## src/rtl/cpu_pkg.sv

```systemverilog
// Shared definitions for the single-cycle CPU front end: PC width,
// PC-unit state encoding and the reset fetch address.
package cpu_pkg;

    localparam int PC_W = 32;

    typedef enum logic [1:0] {
        ST_RST   = 2'd0,
        ST_RUN   = 2'd1,
        ST_STALL = 2'd2
    } pc_state_t;

    localparam logic [PC_W-1:0] PC_RESET = '0;

endpackage

```

## src/rtl/pc_target_adder.sv

```systemverilog
// Combinational next-address arithmetic: PC + 4 and the branch/jump target
// PC + 4 + (sign-extended word offset * 4), both modulo 2^PC_W.
module pc_target_adder
    import cpu_pkg::*;
#(
    parameter int PC_W = cpu_pkg::PC_W
) (
    input  logic               [PC_W-1:0] pc,
    input  logic signed        [7:0]      offset,
    output logic               [PC_W-1:0] pc_plus4,
    output logic               [PC_W-1:0] target
);

    logic signed [PC_W-1:0] offset_bytes;

    // Word offset becomes a byte offset; the two appended zeros keep targets aligned.
    assign offset_bytes = {{(PC_W-10){offset[7]}}, offset, 2'b00};
    assign pc_plus4     = pc + PC_W'(4);
    assign target       = pc_plus4 + $unsigned(offset_bytes);

endmodule

```

## src/rtl/pc_unit.sv

```systemverilog
// Program counter and next-PC selection with memory-stall handling and a
// saturating count of taken branches/jumps.
module pc_unit
    import cpu_pkg::*;
#(
    parameter int PC_W  = cpu_pkg::PC_W,
    parameter int CNT_W = 16
) (
    input  logic              CLK,
    input  logic              RESET,
    input  logic              ZERO,
    input  logic              BRANCH,
    input  logic              BNE,
    input  logic              JUMP,
    input  logic [7:0]        OFFSET,
    input  logic              BUSYWAIT,
    output logic [PC_W-1:0]   PC,
    output logic [PC_W-1:0]   PC_PLUS4,
    output logic              INSTR_VALID,
    output logic [CNT_W-1:0]  TAKEN_CNT
);

    function automatic logic [CNT_W-1:0] sat_inc(input logic [CNT_W-1:0] v);
        return (&v) ? v : v + CNT_W'(1);
    endfunction

    pc_state_t         state_p0;
    pc_state_t         state_nxt;
    logic [PC_W-1:0]   pc_p0;
    logic [CNT_W-1:0]  taken_cnt_p0;
    logic [PC_W-1:0]   pc_plus4;
    logic [PC_W-1:0]   target;
    logic [PC_W-1:0]   next_pc;
    logic              take;
    logic              load_pc;
    logic              vld_p0;

    pc_target_adder #(
        .PC_W (PC_W)
    ) u_adder (
        .pc       (pc_p0),
        .offset   (OFFSET),
        .pc_plus4 (pc_plus4),
        .target   (target)
    );

    assign take    = JUMP | (BRANCH & ZERO) | (BNE & ~ZERO);
    assign next_pc = take ? target : pc_plus4;

    // STALL never loads the PC, so a stalled branch is evaluated (and counted)
    // only on the RUN edge where memory is ready.
    always_comb begin
        state_nxt = state_p0;
        load_pc   = 1'b0;
        vld_p0    = 1'b0;
        case (state_p0)
            ST_RST: begin
                state_nxt = ST_RUN;
            end
            ST_RUN: begin
                vld_p0 = 1'b1;
                if (BUSYWAIT) begin
                    state_nxt = ST_STALL;
                end else begin
                    load_pc = 1'b1;
                end
            end
            ST_STALL: begin
                if (!BUSYWAIT) begin
                    state_nxt = ST_RUN;
                end
            end
            default: begin
                state_nxt = ST_RST;
            end
        endcase
    end

    // ---- stage p0: architectural PC, FSM state and taken counter ----
    always_ff @(posedge CLK) begin
        if (RESET) begin
            state_p0     <= ST_RST;
            pc_p0        <= PC_W'(PC_RESET);
            taken_cnt_p0 <= '0;
        end else begin
            state_p0 <= state_nxt;
            if (load_pc) begin
                pc_p0 <= {next_pc[PC_W-1:2], 2'b00};
                if (take) begin
                    taken_cnt_p0 <= sat_inc(taken_cnt_p0);
                end
            end
        end
    end

    assign PC          = pc_p0;
    assign PC_PLUS4    = pc_plus4;
    assign INSTR_VALID = vld_p0;
    assign TAKEN_CNT   = taken_cnt_p0;

endmodule

```

## config.mk

```make
export PLATFORM = sky130hd
export DESIGN_NAME = pc_unit
export DESIGN_NICKNAME = d
export VERILOG_FILES = /design/src/rtl/cpu_pkg.sv /design/src/rtl/pc_target_adder.sv /design/src/rtl/pc_unit.sv
export SDC_FILE = /design/constraint.sdc
export NUM_CORES = 1
export LEC_CHECK = 0
export ABC_AREA = 1
export CAP_MARGIN = 5
export CORE_MARGIN = 5
export CORE_UTILIZATION = 40
export CTS_CLUSTER_SIZE = 40
export DETAILED_ROUTE_END_ITERATION = 8
export PLACE_DENSITY = 0.66
export SYNTH_ARGS = -nofsm -noshare
export SYNTH_HDL_FRONTEND = slang
export SYNTH_SLANG_ARGS = --single-unit
```

## constraint.sdc

```tcl
create_clock -name CLK -period 2.45 [get_ports CLK]
set_input_delay 0.735 -clock CLK [delete_from_list [all_inputs] [get_ports CLK]]
set_output_delay 0.735 -clock CLK [all_outputs]
set_load 0.01 [all_outputs]
```

==> metrics.log, run 1 <==
INFO  metric drc = 0
INFO  metric finalHoldWorstSlack = 0.487 ns
INFO  metric critPathRequiredTime = 2.63 ns
INFO  metric setup_violations = 51
INFO  metric gpl.final_weighted_congestion = 0.957
INFO  metric achievable-frequency = 341 MHz
INFO  metric layout.cells.most_common_list = nand2_1 (206), buf_4 (186), inv_1 (100), clkdlybuf4s50_1 (62), nand3_1 (58)
INFO  metric path_max_fanout = 4
INFO  metric report.power.total = 0.00344 W
INFO  metric antenna_found_initial = 0
INFO  metric post-synth-top-area-fraction = 0.201
INFO  metric ctsLongestPathBuffers = 2
INFO  metric grt.total_usage = 0.276
INFO  metric grt_first_pass_wirelength = 33.5 mm
INFO  metric gr-total-overflow = 0
INFO  metric layout.cells.non_filler = 1,371
INFO  metric totalWireLength = 23.6 mm
INFO  metric cts_tree = built
INFO  metric outcome = finished, violations left
INFO  metric syn-cell-area = 0.00520 sq mm
INFO  metric startpoint_type = register
INFO  metric worst_setup_path_category = reg -> reg
INFO  metric synth.avg_cell_area = 5.85 sq um
INFO  metric area.growth.synth_to_final = 87.5%
INFO  metric detailedRoute.firstIterationViolations = 690
INFO  metric arrival_worst_endpoint = 3.11 ns
INFO  metric drive_gt1_frac = 0.455
INFO  metric yosys.area.top_type = nand2_1
INFO  metric synth_async_sr_flop_share = 0
INFO  metric ys_dominant_reg_cell = dfxtp_1
INFO  metric clkSlewWorstSetupHoldPaths = 0.07 ns
INFO  metric cts_root_cell = clkbuf_16
INFO  metric fp.dieH = 124 microns
INFO  metric clk-insertion-delay-late = 0.30 ns
INFO  metric via_count = 7,313
INFO  metric finClkSkew = 0.00485 ns
INFO  metric shortest_period_the_worst_path_allows = 2.93 ns
INFO  metric routed_wirelength_normalized_by_instance_count = 17.2 microns
INFO  metric setup_ws = -0.481 ns
INFO  metric synth.lib_cells_used.distinct = 42
INFO  metric post-route-period-util = 1.20
INFO  metric grt_start_max_net_pins = 43
INFO  metric layout.cells.most_common = nand2_1
INFO  metric io_pins = 96
INFO  metric rows = 41
INFO  metric dpl_worst_slack = -0.536 ns
INFO  metric ys_seq_area_frac = 0.185
INFO  metric hold_path.class = reg -> reg
INFO  metric cts_buffers = 5
INFO  metric yosys_warnings = 0
INFO  metric static-leakage-power = 4.59 nW
INFO  metric placeableCoreArea = 0.0127 sq mm
INFO  metric horizontal_die_dimension = 124 microns
INFO  metric drt_pre_antenna_iters = 6
INFO  metric via_count_of_the_first_global_routing_pass = 6,820
INFO  metric critical_path.endpoint_type = register
INFO  metric synth.top_cells.by_area = nand2_1 (20%), dfxtp_1 (18%), ha_1 (8.9%)
INFO  metric post_drt_via_cell_ratio = 5.33
INFO  metric timing_hold_violations_final = 0
INFO  metric synth_seq_cells = 48
INFO  metric rsz0062_at_grt = yes
INFO  metric insertedDiodeCount = 0
INFO  metric synthesis.instances = 889
INFO  metric design.die.area = 0.0154 sq mm
INFO  metric power.ir.vdd_worst = 256 uV
INFO  metric cts.sinks = 48
INFO  metric detailed_place_hpwl = 15.7 mm
INFO  metric antenna_violating_nets_post_route = 0
INFO  metric n_fill_cell = 877
INFO  metric cts_max_level = 2
INFO  metric port_buffers = 91
INFO  metric cell_total_after_placement = 1,313
INFO  metric final-max-slew-violation-count = 0
INFO  metric start_util = 0.410
INFO  metric synth_enable_flop_cells = 0
INFO  metric nets = 1,251
INFO  metric cap_viol_max_count = 0
INFO  metric p_per_area = 353 mW/mm^2
INFO  metric violations = setup timing
repair_timing:
action                                  in CTS  in global routing
endpoints found under the setup margin      52                 52
pin swaps                                   70                 73
hold buffers                                 0                  0
gates cloned                                 1                  0
buffers inserted                            23                 29
gates resized for setup                    277                175
per-layer routing:
metal  share of wire  track usage  vias up
met5               0            0        -
met4           0.050        0.142        0
met3           0.067       0.0368       94
met2            0.48        0.461      380
met1            0.40        0.347     3374
li1                -            -     3465
worst paths after layout:
check	start	end	slack, ns	cells past startpoint
setup / recovery	PC[11]$_SDFFE_PP0P_	PC[31]$_SDFFE_PP0P_	-0.48	21
hold reg to reg	TAKEN_CNT[15]$_SDFFE_PP0P_	TAKEN_CNT[15]$_SDFFE_PP0P_	0.49	2
setup reg to reg	PC[11]$_SDFFE_PP0P_	PC[31]$_SDFFE_PP0P_	-0.48	21
hold / removal	TAKEN_CNT[15]$_SDFFE_PP0P_	TAKEN_CNT[15]$_SDFFE_PP0P_	0.49	2
cells by family (layout without fill, tap and decap cells):
| family | Yosys count | in the layout | synth area share |
|---|---|---|---|
| AO/OA/AOI/OAI | 137 | 137 | 0.141 |
| AND/OR/NAND/NOR | 483 | 483 | 0.409 |
| buffers and inverters | 149 | 456 | 0.114 |
| adder cells (fa/ha/maj) | 38 | 38 | 0.0929 |
| XOR/XNOR | 33 | 33 | 0.0570 |
| other | 1 | 4 | 0.000721 |
| flip-flops | 48 | 48 | 0.185 |
worst max-delay path: stages (launching register included):
cell and delay, ns:
dfxtp_4 0.38, nand2_4 0.06, nor2_2 0.13, nand4_1 0.15
nor2_4 0.21, buf_4 0.15, buf_6 0.09, buf_6 0.10
xor2_4 0.22, ha_4 0.26, nand2_2 0.08, nand2_2 0.07
inv_1 0.07, nand2_2 0.09, a21oi_2 0.14, nand2_2 0.13
nand2_1 0.09, nand2_1 0.06, nand2_1 0.07, nand3_1 0.09
nand2_1 0.10, a21oi_1 0.07
power by group:
| group | switching, W | total, W | internal, W |
|---|---|---|---|
| Clock | 0.000341 | 0.000786 | 0.000445 |
| Sequential | 0.0000508 | 0.000875 | 0.000824 |
| Combinational | 0.000935 | 0.00178 | 0.000849 |
area by class of cell:
class | count | area [sq um] | area share
Multi-Input combinational cell | 695 | 5050 | 0.518
Timing Repair Buffer | 320 | 2830 | 0.290
Sequential cell | 48 | 1000 | 0.103
Inverter | 128 | 488 | 0.0500
Tap cell | 172 | 215 | 0.0221
Clock buffer | 6 | 150 | 0.0154
Clock inverter | 2 | 16.3 | 0.00167
flip-flops by register name (all words and copies together), names as in the netlist:
register   flops
PC            30
TAKEN_CNT     16
state_p0       2
metrics by stage:
step	util	area, sq um	setup TNS, ns
after detailed placement	0.619	7840	-16.01
final	0.770	9750	-10.64
after global routing	0.770	9750	-15.77
after CTS	0.704	8920	-8.77
after global placement	0.619	7840	-15.65
after floorplan	-	5450	-0.349
synth_stat cells, types with 2 or more instances:
master    instances
nor2_1           69
nor2_4            6
a21oi_2           2
a21o_1            2
o211ai_1          3
o21bai_1          2
buf_1             2
nand2_2           4
inv_1           121
nand4_1          12
nand3b_1          7
xor2_1           22
inv_2             6
clkbuf_1          9
a21oi_1          68
o21ai_0          49
ha_1             37
and2_1            2
buf_4             6
dfxtp_1          48
xnor2_1          10
nor3_1           15
o21ai_1           2
nand2_1         278
a31oi_1           7
or2_2             5
nor3_2            2
buf_2             3
nor2_2            4
nand3_1          74
Power figures use the tool's default switching activity.
==> inputs of run 2 (changes only) <==
--- a/config.mk
+++ b/config.mk
@@ -12,6 +12,8 @@
 export CTS_CLUSTER_SIZE = 40
 export DETAILED_ROUTE_END_ITERATION = 8
 export PLACE_DENSITY = 0.66
+export REMOVE_ABC_BUFFERS = 1
 export SYNTH_ARGS = -nofsm -noshare
 export SYNTH_HDL_FRONTEND = slang
+export SYNTH_HIERARCHICAL = 1
 export SYNTH_SLANG_ARGS = --single-unit
==> metrics.log, run 2 <==
INFO  metric outcome = finished, violations left
INFO  metric violations = setup timing
INFO  metric antenna_violating_nets_post_route = 0
INFO  metric gr-total-overflow = 0
INFO  metric fp.dieH = 126 microns
INFO  metric syn-cell-area = 0.00535 sq mm
INFO  metric grt.total_usage = 0.232
INFO  metric power_frac_seq = 0.234
INFO  metric cts.sinks = 48
INFO  metric r2r_slack = -0.63 ns
INFO  metric yosys_warnings = 6
INFO  metric clock_power_share = 0.253
INFO  metric grt_start_max_net_pins = 46
INFO  metric path_max_fanout = 4
INFO  metric clk-insertion-delay-late = 0.31 ns
INFO  metric timing_hold_violations_final = 0
INFO  metric cts_max_level = 2
INFO  metric drive_gt1_frac = 0.433
INFO  metric arrival_worst_endpoint = 3.27 ns
INFO  metric cts_tree = built
INFO  metric nets = 1,228
INFO  metric cts_root_cell = clkbuf_16
INFO  metric start_util = 0.405
INFO  metric static-leakage-power = 4.77 nW
INFO  metric cpPeakStageDelay = 0.39 ns
INFO  metric layout.cells.most_common = nand2_1
INFO  metric io_pins = 96
INFO  metric critical_path.endpoint_type = register
INFO  metric synthesis.instances = 912
INFO  metric postCtsHoldBufs = 0
INFO  metric shortest_period_the_worst_path_allows = 3.08 ns
INFO  metric post-route-period-util = 1.26
INFO  metric routed_wirelength_normalized_by_instance_count = 16.4 microns
INFO  metric detailed_place_hpwl = 13.7 mm
INFO  metric design.die.area = 0.0158 sq mm
INFO  metric critPathRequiredTime = 2.64 ns
INFO  metric holdPathEnd = state_p0[1]$_SDFFE_PP0P_
INFO  metric rows = 42
INFO  metric worst_setup_path_category = reg -> reg
INFO  metric drt_pre_antenna_iters = 5
INFO  metric layout.cells.non_filler = 1,355
INFO  metric via_count = 7,159
INFO  metric n_fill_cell = 898
INFO  metric internal_power = 0.00234 W
INFO  metric cells_along_the_critical_path = ha_4, nand4_1, nor3_4, nand2_2, nor2_4, nand3_1, nand2_1, inv_2, ha_4, nand2_2, nor2_4, nand2_1, nor2_1, nand2_1, nand4_1, nand2_1, nand2_1, nand3_1, o211ai_1, inv_1
INFO  metric via_count_of_the_first_global_routing_pass = 6,425
INFO  metric grt_first_pass_wirelength = 30.5 mm
INFO  metric reg2reg_capture_point = PC[27]$_SDFFE_PP0P_
INFO  metric setup_ws = -0.631 ns
INFO  metric gpl.final_weighted_congestion = 0.913
INFO  metric cap_viol_max_count = 0
INFO  metric totalWireLength = 22.2 mm
INFO  metric rr_startpoint = PC[2]$_SDFFE_PP0P_
INFO  metric rsz0062_at_grt = yes
INFO  metric horizontal_die_dimension = 126 microns
INFO  metric net_switching_power_figure = 0.00143 W
INFO  metric cell_total_after_placement = 1,313
INFO  metric p_per_area = 390 mW/mm^2
INFO  metric final-max-slew-violation-count = 0
INFO  metric cp_common_cell = nand2_1
INFO  metric sw_ratio = 0.380
INFO  metric port_buffers = 91
INFO  metric synth.avg_cell_area = 5.86 sq um
INFO  metric achievable-frequency = 325 MHz
INFO  metric ctsLongestPathBuffers = 2
INFO  metric power.ir.vdd_worst = 306 uV
INFO  metric holdPathStages = 2
INFO  metric layout.cells.most_common_list = nand2_1 (235), buf_4 (138), inv_1 (123), nand3_1 (65)
INFO  metric dpl_worst_slack = -0.738 ns
INFO  metric cts_buffers = 5
INFO  metric placeableCoreArea = 0.0132 sq mm
INFO  metric p_comb_frac = 0.513
INFO  metric area.growth.synth_to_final = 80.6%
INFO  metric startpoint_type = register
INFO  metric finClkSkew = 0.0146 ns
INFO  metric largest_register_ff_count = 30
INFO  metric insertedDiodeCount = 0
INFO  metric r2r_worst_path_depth = 20
INFO  metric post_drt_via_cell_ratio = 5.28
INFO  metric clkSlewWorstSetupHoldPaths = 0.08 ns
INFO  metric detailedRoute.firstIterationViolations = 565
INFO  metric antenna_found_initial = 0
INFO  metric setup_violations = 51
INFO  metric critPathSlowestCell = dfxtp_4
INFO  metric hold_path.class = reg -> reg
INFO  metric drc = 0
INFO  metric worstHoldStart = state_p0[1]$_SDFFE_PP0P_
run 2: changes by cell type in the layout (fill, tap and decap cells not counted), moves of 8 or more:
| cell | delta |
|---|---|
| a21oi_1 | -36 |
| nand2_1 | +29 |
| nand2_2 | +8 |
| o21ai_0 | -29 |
| o211ai_1 | +27 |
| nor2_1 | +13 |
| inv_1 | +23 |
| buf_4 | -48 |
| nor2_4 | +17 |
| o21ai_1 | -8 |
run 2: worst max-delay path: cells and delay by family (launching register included):
| family | cells | cell delay, ns |
|---|---|---|
| simple gates | 15 | 1.85 |
| fa+ha+maj | 2 | 0.45 |
| flops | 1 | 0.39 |
| buf+inv | 2 | 0.14 |
| compound gates | 1 | 0.11 |
run 2: worst max path at each step:
stage / start / endpoint / slack, ns / cells past startpoint
floorplan: PC[2]$_SDFFE_PP0P_ / PC[30]$_SDFFE_PP0P_ / -0.61 / 22
global placement: OFFSET[0] / PC[30]$_SDFFE_PP0P_ / -0.70 / 17
detailed placement: OFFSET[0] / PC[30]$_SDFFE_PP0P_ / -0.74 / 17
CTS: PC[2]$_SDFFE_PP0P_ / PC[30]$_SDFFE_PP0P_ / -0.49 / 22
global route: PC[4]$_SDFFE_PP0P_ / PC[27]$_SDFFE_PP0P_ / -0.84 / 23
finish: PC[2]$_SDFFE_PP0P_ / PC[27]$_SDFFE_PP0P_ / -0.63 / 20
run 2: stage by stage:
step                      TNS, ns  total power, W   util  instance area [sq um]  hold WS (ns)
after global placement     -21.55         0.00225  0.576                   7600         0.486
final                      -15.37         0.00377  0.732                   9650         0.509
after CTS                  -14.48         0.00341  0.660                   8710         0.507
after floorplan            -12.50         0.00157      -                   5220         0.468
after detailed placement   -22.47         0.00225  0.576                   7600         0.494
after global routing       -20.99         0.00394  0.732                   9650         0.533
run 2: layout make-up:
class	count	area (sq um)	share of cell area
Inverter	149	562	0.0582
Clock inverter	3	68.8	0.00713
Multi-Input combinational cell	695	5100	0.529
Timing Repair Buffer	279	2580	0.268
Tap cell	176	220	0.0228
Clock buffer	5	125	0.0130
Sequential cell	48	987	0.102
run 2: metal layers:
| layer | routed length (microns) | track usage | vias up |
|---|---|---|---|
| met1 | 8970 | 0.302 | 3398 |
| met2 | 10900 | 0.396 | 292 |
| li1 | - | - | 3388 |
| met3 | 1440 | 0.0290 | 81 |
| met4 | 801 | 0.0816 | 0 |
| met5 | 0 | 0 | - |
run 2: what timing repair did:
| action | 4_1_cts | 5_1_grt |
|---|---|---|
| setup endpoints to repair | 53 | 52 |
| pin swaps | 56 | 104 |
| resized for setup | 295 | 221 |
| setup buffers | 18 | 23 |
run 2: power groups by stage:
stage / sequential [W] / clock (W) / combinational (W)
after CTS: 0.000876 / 0.000959 / 0.00158
after detailed placement: 0.000888 / 0 / 0.00137
after global placement: 0.000887 / 0 / 0.00136
after global routing: 0.000885 / 0.000994 / 0.00206
final: 0.000880 / 0.000953 / 0.00193
after floorplan: 0.000919 / 0 / 0.000647
==> inputs of run 3 (changes only) <==
--- a/config.mk
+++ b/config.mk
@@ -5,13 +5,12 @@
 export SDC_FILE = /design/constraint.sdc
 export NUM_CORES = 1
 export LEC_CHECK = 0
-export ABC_AREA = 1
 export CAP_MARGIN = 5
 export CORE_MARGIN = 5
 export CORE_UTILIZATION = 40
 export CTS_CLUSTER_SIZE = 40
 export DETAILED_ROUTE_END_ITERATION = 8
-export PLACE_DENSITY = 0.66
+export PLACE_DENSITY = 0.68
 export REMOVE_ABC_BUFFERS = 1
 export SYNTH_ARGS = -nofsm -noshare
 export SYNTH_HDL_FRONTEND = slang
==> metrics.log, run 3 <==
INFO  metric ctsLongestPathBuffers = 2
INFO  metric setup_violations = 51
INFO  metric start_util = 0.406
INFO  metric fp.dieH = 115 microns
INFO  metric clkSlewWorstSetupHoldPaths = 0.12 ns
INFO  metric rows = 38
INFO  metric crit_path_end = PC[30]$_SDFFE_PP0P_
INFO  metric cpPeakStageDelay = 0.44 ns
INFO  metric drc = 0
INFO  metric gr-total-overflow = 0
INFO  metric cts_tree = built
INFO  metric antenna_violating_nets_post_route = 0
INFO  metric drive_gt1_frac = 0.553
INFO  metric critical_path_cell_count = 14
INFO  metric port_buffers = 91
INFO  metric area.growth.synth_to_final = 104%
INFO  metric postCtsHoldBufs = 0
INFO  metric startpoint_type = input port
INFO  metric worst_setup_path_category = in -> reg
INFO  metric violations = setup timing
INFO  metric critPathRequiredTime = 2.69 ns
INFO  metric cts_max_level = 2
INFO  metric path_max_fanout = 7
INFO  metric cap_viol_max_count = 0
INFO  metric post_drt_via_cell_ratio = 6.43
INFO  metric syn-cell-area = 0.00438 sq mm
INFO  metric nets = 912
INFO  metric detailed_place_hpwl = 12.3 mm
INFO  metric cell_total_after_placement = 939
INFO  metric finClkSkew = 0.0215 ns
INFO  metric fin_setup_tns = -30.06 ns
INFO  metric via_count_of_the_first_global_routing_pass = 5,986
INFO  metric critPathSlowestCell = clkdlybuf4s50_1
INFO  metric horizontal_die_dimension = 115 microns
INFO  metric top_signal_layer_used = met4
INFO  metric gpl.final_weighted_congestion = 0.928
INFO  metric p_comb_frac = 0.596
INFO  metric drt_pre_antenna_iters = 5
INFO  metric achievable-frequency = 276 MHz
INFO  metric synthesis.instances = 541
INFO  metric p_per_area = 393 mW/mm^2
INFO  metric path_delay_family = buffers and inverters
INFO  metric cells_along_the_critical_path = clkdlybuf4s50_1, buf_4, buf_4, ha_1, nand4_1, nor2_2, o31ai_4, a31oi_4, a21boi_2, buf_6, a21oi_2, xor2_1, mux2i_1, a211oi_1
INFO  metric cts_buffers = 5
INFO  metric fin_util = 0.829
INFO  metric critical_path.n_buffers_inverters = 4
INFO  metric outcome = finished, violations left
INFO  metric largest_register_ff_count = 30
INFO  metric cts.sinks = 48
INFO  metric detailedRoute.firstIterationViolations = 790
INFO  metric setup_ws = -1.17 ns
INFO  metric route.met3.wl = 2.54 mm
INFO  metric reg2reg_capture_point = PC[30]$_SDFFE_PP0P_
INFO  metric critical_path.endpoint_type = register
INFO  metric power_frac_seq = 0.251
INFO  metric crit_path_start = OFFSET[7]
INFO  metric insertedDiodeCount = 0
INFO  metric timing_hold_violations_final = 0
INFO  metric via_count = 6,449
INFO  metric hold_path.class = reg -> reg
INFO  metric layout.cells.most_common = buf_4
INFO  metric finalHoldWorstSlack = 0.580 ns
INFO  metric placeableCoreArea = 0.0108 sq mm
INFO  metric tightestPinTransition = 0.625 ns
INFO  metric static-leakage-power = 3.87 nW
INFO  metric grt_first_pass_wirelength = 30.9 mm
INFO  metric layout.cells.non_filler = 1,003
INFO  metric max-slew-margin-rel = 0.580
INFO  metric arrival_worst_endpoint = 3.87 ns
INFO  metric shortest_period_the_worst_path_allows = 3.62 ns
INFO  metric dpl_worst_slack = -1.28 ns
INFO  metric io_pins = 96
INFO  metric routedLengthMet1 = 9.37 mm
INFO  metric clock_power_share = 0.153
INFO  metric layout.cells.most_common_list = buf_4 (190), buf_6 (70), clkdlybuf4s50_1 (58), nor2_1 (56), dfxtp_1 (35)
INFO  metric r2r_slack = -1.15 ns
INFO  metric cp_common_cell = buf_4
INFO  metric rsz0062_at_grt = yes
INFO  metric post-route-period-util = 1.48
INFO  metric synth.avg_cell_area = 8.10 sq um
INFO  metric rr_startpoint = PC[5]$_SDFFE_PP0P_
INFO  metric antenna_found_initial = 0
INFO  metric met2_layer_wire_length_in_the_routed_design = 12.0 mm
INFO  metric design.die.area = 0.0132 sq mm
INFO  metric net_switching_power_figure = 0.00144 W
INFO  metric grt_start_max_net_pins = 41
INFO  metric final-max-slew-violation-count = 0
INFO  metric routed_wirelength_normalized_by_instance_count = 25.9 microns
INFO  metric internal_power = 0.00208 W
INFO  metric r2r_worst_path_depth = 17
INFO  metric power.ir.vdd_worst = 226 uV
INFO  metric clk-insertion-delay-late = 0.34 ns
INFO  metric cts_root_cell = clkbuf_8
INFO  metric grt.total_usage = 0.294
INFO  metric sw_ratio = 0.410
INFO  metric yosys_warnings = 6
INFO  metric totalWireLength = 25.9 mm
run 3: per-stage QoR:
step,area [sq um],power [W]
3_5_place_dp,6830,0.00228
5_1_grt,8940,0.00361
3_3_place_gp,6830,0.00224
4_1_cts,8130,0.00306
2_1_floorplan,4260,0.00153
6_report,8940,0.00352
run 3: how the worst min path moves through the flow:
stage | from | end | slack (ns) | depth (start not counted)
final | PC[3]$_SDFFE_PP0P_ | PC[3]$_SDFFE_PP0P_ | 0.58 | 2
after global routing | PC[3]$_SDFFE_PP0P_ | PC[3]$_SDFFE_PP0P_ | 0.60 | 2
after CTS | PC[3]$_SDFFE_PP0P_ | PC[3]$_SDFFE_PP0P_ | 0.56 | 2
after detailed placement | PC[31]$_SDFFE_PP0P_ | PC[31]$_SDFFE_PP0P_ | 0.56 | 2
after global placement | TAKEN_CNT[1]$_SDFFE_PP0P_ | TAKEN_CNT[1]$_SDFFE_PP0P_ | 0.54 | 2
after floorplan | PC[7]$_SDFFE_PP0P_ | PC[7]$_SDFFE_PP0P_ | 0.53 | 2
run 3: layer usage:
layer	GRT usage	up-vias
met3	0.0439	199
met1	0.354	3053
met2	0.510	591
met5	0	-
met4	0.138	0
li1	-	2606
run 3: cell type report:
type / instances / area (sq um)
clock buffer: 5 / 68.8
sequential: 48 / 987
timing repair buffer: 337 / 3030
clock inverter: 3 / 18.8
tap: 140 / 175
fill: 474 / 1850
inverter: 12 / 45.0
multi-input combinational: 458 / 4620
run 3: tightest hold or removal path, delay by kind of cell, from the launching register on:
family,cells,cell delay [ns]
flip-flops,1,0.39
AND/OR/NAND/NOR,1,0.11
AO/OA/AOI/OAI,1,0.05
run 3: repair_timing:
action	in CTS	in global routing
gates resized for setup	306	141
endpoints found under the setup margin	54	53
pin swaps	117	83
setup buffers	35	36
run 3: power by group through the flow:
| stage | Combinational [W] | Clock, W | Sequential [W] |
|---|---|---|---|
| after floorplan | 0.000617 | 0 | 0.000912 |
| after global placement | 0.00137 | 0 | 0.000875 |
| after detailed placement | 0.00140 | 0 | 0.000878 |
| after CTS | 0.00168 | 0.000512 | 0.000870 |
| after global routing | 0.00216 | 0.000567 | 0.000886 |
| final | 0.00209 | 0.000538 | 0.000883 |
